File: config.mk
export PLATFORM = sky130hd
export DESIGN_NAME = fifo_ctrl_param
export DESIGN_NICKNAME = d
export VERILOG_FILES = /design/src/rtl/fifo_ctrl_pkg.sv /design/src/rtl/fifo_ptr_wrap.sv /design/src/rtl/fifo_ctrl_param.sv
export SDC_FILE = /design/constraint.sdc
export NUM_CORES = 1
export LEC_CHECK = 0
export BUFFER_PORTS_ARGS = -buffer_cell sky130_fd_sc_hd__clkbuf_2
export CAP_MARGIN = 10
export CORE_ASPECT_RATIO = 1.4
export CORE_UTILIZATION = 43
export DETAILED_ROUTE_END_ITERATION = 12
export PLACE_DENSITY = 0.69
export SLEW_MARGIN = 20
export SYNTH_ARGS = -nofsm -noshare
export SYNTH_HDL_FRONTEND = slang
export SYNTH_SLANG_ARGS = --single-unit
File: constraint.sdc
create_clock -name clk -period 6.77 [get_ports clk]
set_clock_uncertainty 0.05 [all_clocks]
set_input_delay 0.677 -clock clk [delete_from_list [all_inputs] [get_ports clk]]
set_output_delay 0.677 -clock clk [all_outputs]
set_load 0.05 [all_outputs]
File: src/rtl/fifo_ctrl_pkg.sv
// ----------------------------------------------------------------------------
// fifo_ctrl_pkg
// Shared types and helpers for the FIFO pointer/flag controller.
//   op_e     : the accepted operation of a cycle, encoded as {wr_ok, rd_ok}
//   ptr_inc  : next value of a wrapping pointer for an arbitrary (non power of
//              two) depth; wraps DEPTH-1 -> 0 by explicit compare
// ----------------------------------------------------------------------------
package fifo_ctrl_pkg;

    typedef enum logic [1:0] {
        NOP        = 2'b00,
        READ       = 2'b01,
        WRITE      = 2'b10,
        READ_WRITE = 2'b11
    } op_e;

    // The >= form also walks an out-of-range pointer back to 0.
    function automatic int unsigned ptr_inc(input int unsigned ptr, input int unsigned depth);
        if (ptr >= depth - 1) begin
            return 0;
        end
        return ptr + 1;
    endfunction

endpackage

File: src/rtl/fifo_ptr_wrap.sv
// ----------------------------------------------------------------------------
// fifo_ptr_wrap
// Wrapping pointer counter, 0 .. DEPTH-1, for arbitrary DEPTH.
// Ports:
//   clk      in   clock, rising edge
//   reset_n  in   asynchronous active-low reset (pointer -> 0)
//   inc      in   advance pointer by one on the next edge
//   clr      in   synchronous clear, wins over inc
//   ptr      out  current pointer (registered)
// ----------------------------------------------------------------------------
module fifo_ptr_wrap
    import fifo_ctrl_pkg::*;
#(
    parameter  int DEPTH = 8,
    localparam int AW    = $clog2(DEPTH)
) (
    input  logic          clk,
    input  logic          reset_n,
    input  logic          inc,
    input  logic          clr,
    output logic [AW-1:0] ptr
);

    logic [AW-1:0] ptr_reg;
    logic [AW-1:0] ptr_next;

    always_comb begin
        ptr_next = ptr_reg;
        if (clr) begin
            ptr_next = '0;
        end else if (inc) begin
            ptr_next = AW'(ptr_inc(32'(ptr_reg), DEPTH));
        end
    end

    always_ff @(posedge clk or negedge reset_n) begin
        if (!reset_n) begin
            ptr_reg <= '0;
        end else begin
            ptr_reg <= ptr_next;
        end
    end

    assign ptr = ptr_reg;

endmodule

File: src/rtl/fifo_ctrl_param.sv
// ----------------------------------------------------------------------------
// fifo_ctrl_param
// FIFO pointer/flag controller for a separate dual-port register file of
// arbitrary DEPTH. Produces qualified RAM enables, addresses, occupancy count,
// full/empty/almost flags and overflow/underflow reporting.
//
// Build option: define FIFO_CTRL_STICKY_ERR_EN to make overflow/underflow
// sticky (cleared by err_clr or reset). Otherwise they are one-cycle pulses.
//
// Ports:
//   clk           in   clock, rising edge
//   reset_n       in   asynchronous active-low reset
//   rd, wr        in   read / write requests
//   flush         in   synchronous clear, highest priority
//   af_thresh     in   almost_full threshold  (count >= af_thresh)
//   ae_thresh     in   almost_empty threshold (count <= ae_thresh)
//   err_clr       in   clears sticky error flags (sticky build only)
//   r_addr/w_addr out  read / write pointers
//   rd_en/wr_en   out  qualified read / write, combinational from inputs
//   count         out  occupancy 0..DEPTH
//   empty/full, almost_empty/almost_full  out  status flags from registered count
//   overflow/underflow                    out  rejected write / read (registered)
// ----------------------------------------------------------------------------
module fifo_ctrl_param
    import fifo_ctrl_pkg::*;
#(
    parameter  int DEPTH      = 8,
    parameter  int DATA_WIDTH = 8,
    localparam int AW         = $clog2(DEPTH),
    localparam int CW         = $clog2(DEPTH + 1)
) (
    input  logic          clk,
    input  logic          reset_n,
    input  logic          rd,
    input  logic          wr,
    input  logic          flush,
    input  logic [CW-1:0] af_thresh,
    input  logic [CW-1:0] ae_thresh,
    input  logic          err_clr,
    output logic [AW-1:0] r_addr,
    output logic [AW-1:0] w_addr,
    output logic          rd_en,
    output logic          wr_en,
    output logic [CW-1:0] count,
    output logic          empty,
    output logic          full,
    output logic          almost_empty,
    output logic          almost_full,
    output logic          overflow,
    output logic          underflow
);

    // Storage width does not influence control; kept for a uniform parameter set.
    localparam int DATA_WIDTH_UNUSED = DATA_WIDTH;

    logic [CW-1:0] count_reg;
    logic [CW-1:0] count_next;
    logic          overflow_reg;
    logic          overflow_next;
    logic          underflow_reg;
    logic          underflow_next;
    logic          rd_ok;
    logic          wr_ok;
    logic          ovf_evt;
    logic          unf_evt;
    op_e           op;

    assign empty = (count_reg == '0);
    assign full  = (count_reg == CW'(DEPTH));

    // When full, a simultaneous read frees the slot being written: the storage
    // reads the old entry before the write lands at the same address.
    assign rd_ok = rd & ~empty & ~flush;
    assign wr_ok = wr & ~flush & (~full | rd);

    assign ovf_evt = wr & ~wr_ok & ~flush;
    assign unf_evt = rd & ~rd_ok & ~flush;

    assign op = op_e'({wr_ok, rd_ok});

    always_comb begin
        count_next = count_reg;
        if (flush) begin
            count_next = '0;
        end else begin
            case (op)
                WRITE:   count_next = count_reg + CW'(1);
                READ:    count_next = count_reg - CW'(1);
                default: count_next = count_reg;
            endcase
        end
    end

`ifdef FIFO_CTRL_STICKY_ERR_EN
    // Set wins over clear; flush leaves recorded errors alone.
    always_comb begin
        overflow_next  = ovf_evt | (overflow_reg  & ~err_clr);
        underflow_next = unf_evt | (underflow_reg & ~err_clr);
    end
`else
    logic err_clr_unused;
    assign err_clr_unused = err_clr;

    always_comb begin
        overflow_next  = ovf_evt;
        underflow_next = unf_evt;
    end
`endif

    always_ff @(posedge clk or negedge reset_n) begin
        if (!reset_n) begin
            count_reg     <= '0;
            overflow_reg  <= 1'b0;
            underflow_reg <= 1'b0;
        end else begin
            count_reg     <= count_next;
            overflow_reg  <= overflow_next;
            underflow_reg <= underflow_next;
        end
    end

    // Index 0 is the read pointer, index 1 the write pointer.
    logic [1:0]    ptr_adv;
    logic [AW-1:0] ptr_val [2];

    assign ptr_adv = {wr_ok, rd_ok};

    generate
        for (genvar gi = 0; gi < 2; gi++) begin : g_ptr
            fifo_ptr_wrap #(
                .DEPTH (DEPTH)
            ) u_ptr (
                .clk     (clk),
                .reset_n (reset_n),
                .inc     (ptr_adv[gi]),
                .clr     (flush),
                .ptr     (ptr_val[gi])
            );
        end
    endgenerate

    assign r_addr       = ptr_val[0];
    assign w_addr       = ptr_val[1];
    assign rd_en        = rd_ok;
    assign wr_en        = wr_ok;
    assign count        = count_reg;
    assign almost_empty = (count_reg <= ae_thresh);
    assign almost_full  = (count_reg >= af_thresh);
    assign overflow     = overflow_reg;
    assign underflow    = underflow_reg;

endmodule

Word-level counts from Yosys, hierarchy flattened
Cells that the tools add are included.
{"block": "word_totals", "reg_bits": 12}
{"block": "classes", "add_sub_neg": 4, "order_cmp": 4, "eq_ne": 3, "mux": 14, "n_bitwise": 14, "reduce_logical": 4}
{"op": "2-to-1 mux 3 bit", "count": 6}
{"op": "bitwise AND 1 bit", "count": 8}
{"op": "one-hot mux 4 bit (2 select lines)", "count": 1}
{"op": "adder 3 x 1 -> 3 bit (second input constant)", "count": 2}
{"op": "greater-or-equal comparator 3 bit (second input constant)", "count": 2}
{"op": "2-to-1 mux 1 bit", "count": 6}
{"op": "NOT 1 bit", "count": 5}
{"op": "adder 4 x 1 -> 4 bit (second input constant)", "count": 1}
{"op": "equality test 4 bit (second input constant)", "count": 1}
{"op": "greater-or-equal comparator 4 bit", "count": 1}
{"op": "less-or-equal comparator 4 bit", "count": 1}
{"op": "zero test 4 bit", "count": 1}
{"op": "2-to-1 mux 4 bit", "count": 1}
{"op": "nonzero test 2 bit", "count": 2}
{"op": "subtractor 4 x 1 -> 4 bit (second input constant)", "count": 1}
{"op": "nonzero test 3 bit", "count": 1}
{"op": "equality test 2 x 1 -> 1 bit (second input constant)", "count": 1}
{"op": "equality test 2 bit (second input constant)", "count": 1}
{"op": "bitwise OR 1 bit", "count": 1}

Longest topological paths before layout
Gate-level depths: netlist (run 1).
{"block": "depth", "depth_word": 9, "depth_mapped": 10}

By module
From an unflattened synthesis (run 1), not the netlist that was laid out.
{"block": "unflattened", "hier_cells": 108, "hier_area_um2": 1007.2}
{"mod": "fifo_ctrl_param", "instances": 1, "cells_per_inst": 80, "area_each_um2": 671.9}
{"mod": "fifo_ptr_wrap", "instances": 2, "cells_per_inst": 14, "area_each_um2": 167.7}

Worst setup path before layout (run 1)
No wires, ideal clock.
{"block": "synth_path", "path_kind": "register to output", "startpoint": "register count_reg[1], in the netlist count[1]", "endpoint": "output almost_empty", "arrival_ps": 2668, "required_time_ps": 6043, "path_slack_ps": 3375, "path_stages_with_launch": 6, "n_path_buf": 0, "path_cell_list": "dfrtp_1 ha_1 nor2b_1 o21a_1 o21a_1 o21ai_0"}
{"block": "synth_via", "elab_chain_cells": 1}
{"element": "start: declaration", "line": "fifo_ctrl_param.sv:56", "source": "logic [CW-1:0] count_reg;"}
{"element": "start signal: assignment", "line": "fifo_ctrl_param.sv:116", "source": "count_reg <= count_next;"}
{"element": "less-or-equal comparator 4 bit", "line": "fifo_ctrl_param.sv:147", "source": "assign almost_empty = (count_reg <= ae_thresh);"}
{"element": "end: declaration", "line": "fifo_ctrl_param.sv:47", "source": "output logic almost_empty,"}
No other way between the ends.

Final worst setup path (run 1)
{"block": "layout_path", "startpoint": "register count_reg[1], in the netlist count[1]", "endpoint": "register count_reg[1], in the netlist count[1]"}
{"block": "layout_via", "elab_chain_cells": 7, "word_cells_on_any_way": 15, "classes_between": "add/sub (2); eq/ne (3); mux (2); bitwise (6); reduce/logical (2)"}
{"element": "equality test 4 bit / zero test 4 bit (equally long branches)", "line": "fifo_ctrl_param.sv:69, fifo_ctrl_param.sv:68"}
{"element": "NOT 1 bit, on equally long branches", "line": "fifo_ctrl_param.sv:74, fifo_ctrl_param.sv:73"}
{"element": "bitwise OR 1 bit / bitwise AND 1 bit (equally long branches)", "line": "fifo_ctrl_param.sv:74, fifo_ctrl_param.sv:73"}
{"element": "bitwise AND 1 bit, on equally long branches", "line": "fifo_ctrl_param.sv:74, fifo_ctrl_param.sv:73"}
{"element": "equality test 2 x 1 -> 1 bit / equality test 2 bit (equally long branches)", "line": "fifo_ctrl_param.sv:86", "source": "case (op)"}
{"element": "one-hot mux 4 bit (2 select lines)", "line": "fifo_ctrl_param.sv:86"}
{"element": "2-to-1 mux 4 bit", "line": "fifo_ctrl_param.sv:83", "source": "if (flush) begin"}
Several ways; a longest one is shown, not always the timed one.
A chain may end at the register's enable or synchronous reset.

==> run_results.csv, run 1 <==
group,metric,value,unit
setup_path,crit_arrival,3.26,ns
floorplanning,die_w,43.2,um
grt,grt_max_degree,17,
detailed_routing,wl_met2,1110,um
detailed_routing,drt_iter0_drc,21,
logic_synthesis,ys.flop_type,"dfrtp_1",
timing,period_needed,3.18,ns
logic_synthesis,syn_nets,144,
power,leakage,0.000685,uW
setup_path,r2r-end,"count[1]",
logic_synthesis,synth_edf_count,0,
detailed_routing,dr.pass1.iters,4,
placed_design,pre_cts_slack,3.58,ns
finish,final_nets,174,
logic_synthesis,syn_inst,115,
timing,worst_slack,3.59,ns
logic_synthesis,avgSynthCellArea,8.89,sq um
floorplanning,core.rowCount,20,
detailed_routing,drc_errors,0,
floorplanning,io-pin-count,32,
setup_path,crit_chain,"or4_1 -> nand2_1 -> nor2_1 -> and2_1 -> fa_1 -> nor4b_1 -> mux2i_1 -> o311ai_0",
clock_network,cts_tree,"built",
logic_synthesis,async_reset_ff_share,100,%
detailed_routing,wl_met1,908,um
placed_design,post-dp-hpwl,1670,um
logic_synthesis,yosysTopAreaCell,"dfrtp_1",
logic_synthesis,yosysWarnings,0,
finish,drive_gt1_share,26.4,%
clock_network,clk_latency,0.27,ns
flow_run,maxCapViolCount,0,
setup_path,cp.required,6.86,ns
logic_synthesis,ys_seq_area_share,29.4,%
timing,finalSetupViolations,0,
finish,diodes,0,
detailed_routing,wl,2130,um
setup_path,cp-start-kind,"register",
clock_network,cts.clk_slew.worst_paths,0.08,ns
setup_path,ff2ff_path_depth,8,
logic_synthesis,synthesis.area,1020,sq um
clock_network,cts_hold_buf,0,
power,ir_worst_vdd,0.280,mV
grt,antenna_found_initial,0,
setup_path,cpPeakStageDelay,0.74,ns
logic_synthesis,synth_seq_cells,12,
finish,n_fill_cell,219,
timing,hold_viol_final,0,
setup_path,critical_path_class,"register to register",
timing,rsz0062_at_grt,"false",
clock_network,cts_buffer_depth,2,
clock_network,cts_setup_buffers,0,
logic_synthesis,yosysTopAreaCellShare,29.4,%
outcome,status,"finished clean",
timing,max_freq,315,MHz
grt,grt_pass1_wl,3950,um
logic_synthesis,synth_area_leaders,"dfrtp_1 (29%), ha_1 (17%), a21o_1 (3.7%)",
detailed_routing,vias,977,
grt,overflow,0,
power,cellPowerDensity,354,nW/um^2
setup_path,r2r_slack,3.59,ns
timing,slew_violations,0,
finish,largest_reg_flops,6,
timing,fin_tns_setup,0,ns
detailed_routing,dr_wl_met3,101,um
floorplanning,fp.dieH,59.7,um
clock_network,root_buffer,"clkbuf_4",
floorplanning,die-area,2580,sq um
floorplanning,core_area,2200,sq um
finish,layout_commonest_cell,"clkbuf_2",
grt,grt_pass1_vias,993,
timing,tightestPinTransition,0.440,ns
floorplanning,start_util,46.4,%
setup_path,cp-end-kind,"register",
detailed_routing,highest_layer,"met4",
clock_network,clkSinkCount,12,
detailed_routing,wl_per_cell,12.8,um
worst_hold_path,hold_class,"primary input to async pin",
setup_path,r2r_start,"count[1]",
placed_design,io_buffers,30,
detailed_routing,drtAntennaViolNets,0,
setup_path,slowest_stage,"or4_1",
clock_network,h-tree-depth,1,
grt,track_usage,19.8,%
logic_synthesis,ys_types,41,
detailed_routing,viasPerCell,5.89,
timing,slew_headroom,70.6,%
clock_network,cts_buffers,3,
timing,period_share,46.9,%
placed_design,globalplace.congestion,0.736,
finish,layout_common_cells,"clkbuf_2 (30), ha_1 (14), dfrtp_1 (12)",
finish,area_delta_synth_final,19.0,%
clock_network,ctsResizeCount,0,
setup_path,path_max_fanout,12,
-- stage by stage --
stage	cells	util [%]	total power [uW]	instance area, sq um	hold WS (ns)
floorplan	115	-	320	1020	0.331
global placement	162	53.6	369	1180	0.499
detailed placement	162	53.6	377	1180	0.515
CTS	166	55.2	436	1220	0.228
global route	166	55.2	464	1220	0.234
finish	166	55.2	431	1220	0.228
-- synthesized netlist by cell type, drive strengths merged (2+ instances only) --
cell type  instances
a21o               5
a21oi              7
a32oi              2
clkbuf             4
dfrtp             12
ha                14
inv               10
mux2i              2
nand2              7
nand3              2
nand4              3
nor2              10
nor2b              2
o21a               3
o21ai              5
o221ai             2
o311ai             2
or4b               2
xor2               2
-- power by group --
part / internal [uW] / switching, uW
sequential: 84.6 / 32.5
clock: 32.6 / 23.5
combinational: 84.1 / 173
total: 201 / 229
-- cell families after synthesis --
| kind of cell | after synthesis | synth area share [%] |
|---|---|---|
| adder cells (fa/ha/maj) | 15 | 19.1 |
| flip-flops | 12 | 29.4 |
| AND/OR/NAND/NOR | 37 | 19.6 |
| XOR/XNOR | 3 | 2.57 |
| AO/OA/AOI/OAI | 30 | 20.3 |
| buffers and inverters | 15 | 5.63 |
| multiplexers | 3 | 3.43 |
-- how the worst max path moves through the flow --
stage / startpoint / endpoint / slack, ns / cells after the start
after floorplan: count[1] / almost_empty / 3.38 / 5
after global routing: count[0] / count[1] / 3.39 / 8
after global placement: count[1] / count[1] / 3.70 / 8
after detailed placement: count[1] / count[1] / 3.58 / 8
final: count[1] / count[1] / 3.59 / 8
after CTS: count[1] / count[1] / 3.56 / 8
-- critical path, delay by kind of cell (launching register included) --
kind            cells  cell delay [ns]
compound gates      1             0.34
mux                 1             0.11
fa+ha+maj           1             0.54
flops               1             0.54
simple gates        5             1.47
-- layer usage --
layer	global-route usage (%)	vias up
li1	-	480
met2	36.9	29
met3	0.906	2
met1	22.2	466
met4	10.4	0
met5	0	-
-- final cells by class --
type	instances	area [sq um]	area share, %
clock buffer	4	36.3	2.98
inverter	10	37.5	3.09
multi-input combinational	88	664	54.6
sequential	12	300	24.7
tap	22	27.5	2.26
timing repair buffer	30	150	12.3
(Power assumes the default switching activity.)
==> run 2: changes to the inputs <==
--- a/config.mk
+++ b/config.mk
@@ -10,7 +10,7 @@
 export CORE_ASPECT_RATIO = 1.4
 export CORE_UTILIZATION = 43
 export DETAILED_ROUTE_END_ITERATION = 12
-export PLACE_DENSITY = 0.69
+export PLACE_DENSITY = 0.72
 export SLEW_MARGIN = 20
 export SYNTH_ARGS = -nofsm -noshare
 export SYNTH_HDL_FRONTEND = slang
==> constraint.sdc (replaced) <==
create_clock -name clk -period 2.7 [get_ports clk]
set_clock_uncertainty 0.05 [all_clocks]
set_input_delay 0.27 -clock clk [delete_from_list [all_inputs] [get_ports clk]]
set_output_delay 0.27 -clock clk [all_outputs]
set_load 0.05 [all_outputs]
==> run 2 against run 1 <==
Compared with the run above:
- combinational power rose to 3.4 times the previous value
- register-to-register slack worse by 3.6 ns
- cell count grew 7.8%
- sequential cell count stayed put
- non-clock buffer count increased by 13
- sequential power increased by 130%
==> run_results.csv, run 2 (same netlist as run 1, synthesis figures left out) <==
group,metric,value,unit
grt,grt_pass1_vias,1044,
floorplanning,fp.dieH,59.7,um
setup_path,cp-start-kind,"register",
finish,diodes,0,
power,intPower,638,uW
power,clockPowerShare,11.0,%
setup_path,critical_path_class,"register to register",
detailed_routing,drc_errors,0,
setup_path,cp-end-kind,"register",
placed_design,post-dp-hpwl,1940,um
grt,grt_pass1_wl,4240,um
placed_design,pre_cts_slack,-0.0227,ns
setup_path,ff2ff_path_depth,8,
detailed_routing,vias,1027,
power,ir_worst_vdd,0.637,mV
finish,layout_common_cells,"clkbuf_2 (30), ha_1 (14), buf_4 (12)",
detailed_routing,dr.pass1.iters,4,
finish,multi_input_area,717,sq um
timing,worst_slack,0.0360,ns
grt,overflow,0,
power,switching_power,643,uW
placed_design,globalplace.congestion,0.772,
setup_path,slowest_stage,"or4_4",
timing,slew_violations,0,
grt,track_usage,21.2,%
power,p_seq_share,20.9,%
clock_network,cts_buffer_depth,2,
floorplanning,die-area,2580,sq um
setup_path,crit_arrival,2.76,ns
flow_run,maxCapViolCount,0,
detailed_routing,wl_per_cell,14.7,um
power,leakage,0.000760,uW
power,cellPowerDensity,931,nW/um^2
floorplanning,start_util,46.4,%
timing,max_freq,375,MHz
placed_design,place_area,1260,sq um
grt,grt_max_degree,17,
worst_hold_path,hold_class,"primary input to async pin",
clock_network,cts.clk_slew.worst_paths,0.08,ns
floorplanning,core_area,2200,sq um
clock_network,cts_buffers,3,
timing,tightestPinTransition,0.446,ns
setup_path,r2r-end,"count[1]",
setup_path,r2r_slack,0.04,ns
power,power,1280,uW
floorplanning,io-pin-count,32,
setup_path,r2r_start,"count[0]",
clock_network,clk_latency,0.27,ns
grt,antenna_found_initial,0,
detailed_routing,drtAntennaViolNets,0,
floorplanning,die_w,43.2,um
finish,drive_gt1_share,40.1,%
setup_path,crit_chain,"or4_4 -> nand2_4 -> nor2_4 -> and2_4 -> fa_2 -> nor4b_4 -> mux2i_1 -> o311ai_1",
placed_design,io_buffers,30,
power,combPwrFrac,68.1,%
finish,layout_commonest_cell,"clkbuf_2",
clock_network,cts_tree,"built",
finish,n_fill_cell,195,
floorplanning,core.rowCount,20,
outcome,status,"finished clean",
timing,period_share,98.7,%
detailed_routing,drt_iter0_drc,27,
power,swShare,50.2,%
timing,slew_headroom,70.0,%
setup_path,cpPeakStageDelay,0.57,ns
detailed_routing,viasPerCell,5.74,
detailed_routing,wl,2630,um
finish,largest_reg_flops,6,
finish,final_nets,187,
timing,fin_tns_setup,0,ns
finish,stdcell_area,1380,sq um
timing,period_needed,2.66,ns
timing,rsz0062_at_grt,"true",
setup_path,cp.required,2.80,ns
finish,regArea,308,sq um
clock_network,h-tree-depth,1,
timing,finalSetupViolations,0,
clock_network,clkSinkCount,12,
setup_path,path_max_fanout,6,
finish,area_delta_synth_final,34.6,%
clock_network,root_buffer,"clkbuf_4",
timing,hold_viol_final,0,
## run 2: cell types whose count changed in the layout (fill, tap and decap cells not counted), sizes merged
cell,delta
buf,+12
dlygate4sd3,+1
## run 2: worst max-delay path, delay by kind of cell (launching register included)
family | cells | cell delay, ns
adders and majority gates | 1 | 0.54
DFF | 1 | 0.46
muxes | 1 | 0.11
AOI/OAI and AO/OA | 1 | 0.33
and+or+nand+nor | 5 | 1.05
## run 2: worst max-delay path by stage
stage | end | from | cells after the start
2_1_floorplan | count[1] | count[1] | 9
3_3_place_gp | count[3] | count[1] | 8
3_5_place_dp | count[3] | count[1] | 8
4_1_cts | count[1] | count[0] | 8
5_1_grt | count[1] | count[0] | 8
6_report | count[1] | count[0] | 8
## run 2: area by class of cell
type | instances | share of cell area [%]
Sequential cell | 12 | 22.4
Tap cell | 22 | 2.00
Inverter | 10 | 2.73
Timing Repair Buffer | 43 | 18.2
Clock buffer | 4 | 2.64
Multi-Input combinational cell | 88 | 52.1
## run 2: per-layer routing
layer  track usage (%)  vias up  part of all wire (%)
met1              21.7      485                    40
li1                  -      510                     -
met3              2.11        4                   3.4
met4              11.3        0                   1.3
met2              41.2       28                    56
met5                 0        -                     0
## run 2: power by group through the flow
stage,Clock (uW),Sequential [uW],Combinational [uW]
3_5_place_dp,0,271,779
2_1_floorplan,0,398,469
4_1_cts,144,268,794
6_report,141,268,872
3_3_place_gp,0,268,752
5_1_grt,152,274,940
## run 2: what timing repair did
action,in CTS,in global routing
setup endpoints to repair,1,2
hold buffers,1,0
hold endpoints to repair,12,0
buffers inserted,0,6
gates resized for setup,2,4
pin swaps,0,3
## run 2: metrics by stage
stage,hold WS [ns],util (%),std cells
2_1_floorplan,-0.0756,-,115
3_3_place_gp,0.118,57.2,168
3_5_place_dp,0.121,57.2,168
4_1_cts,0.351,59.6,173
5_1_grt,0.374,62.5,179
6_report,0.359,62.5,179
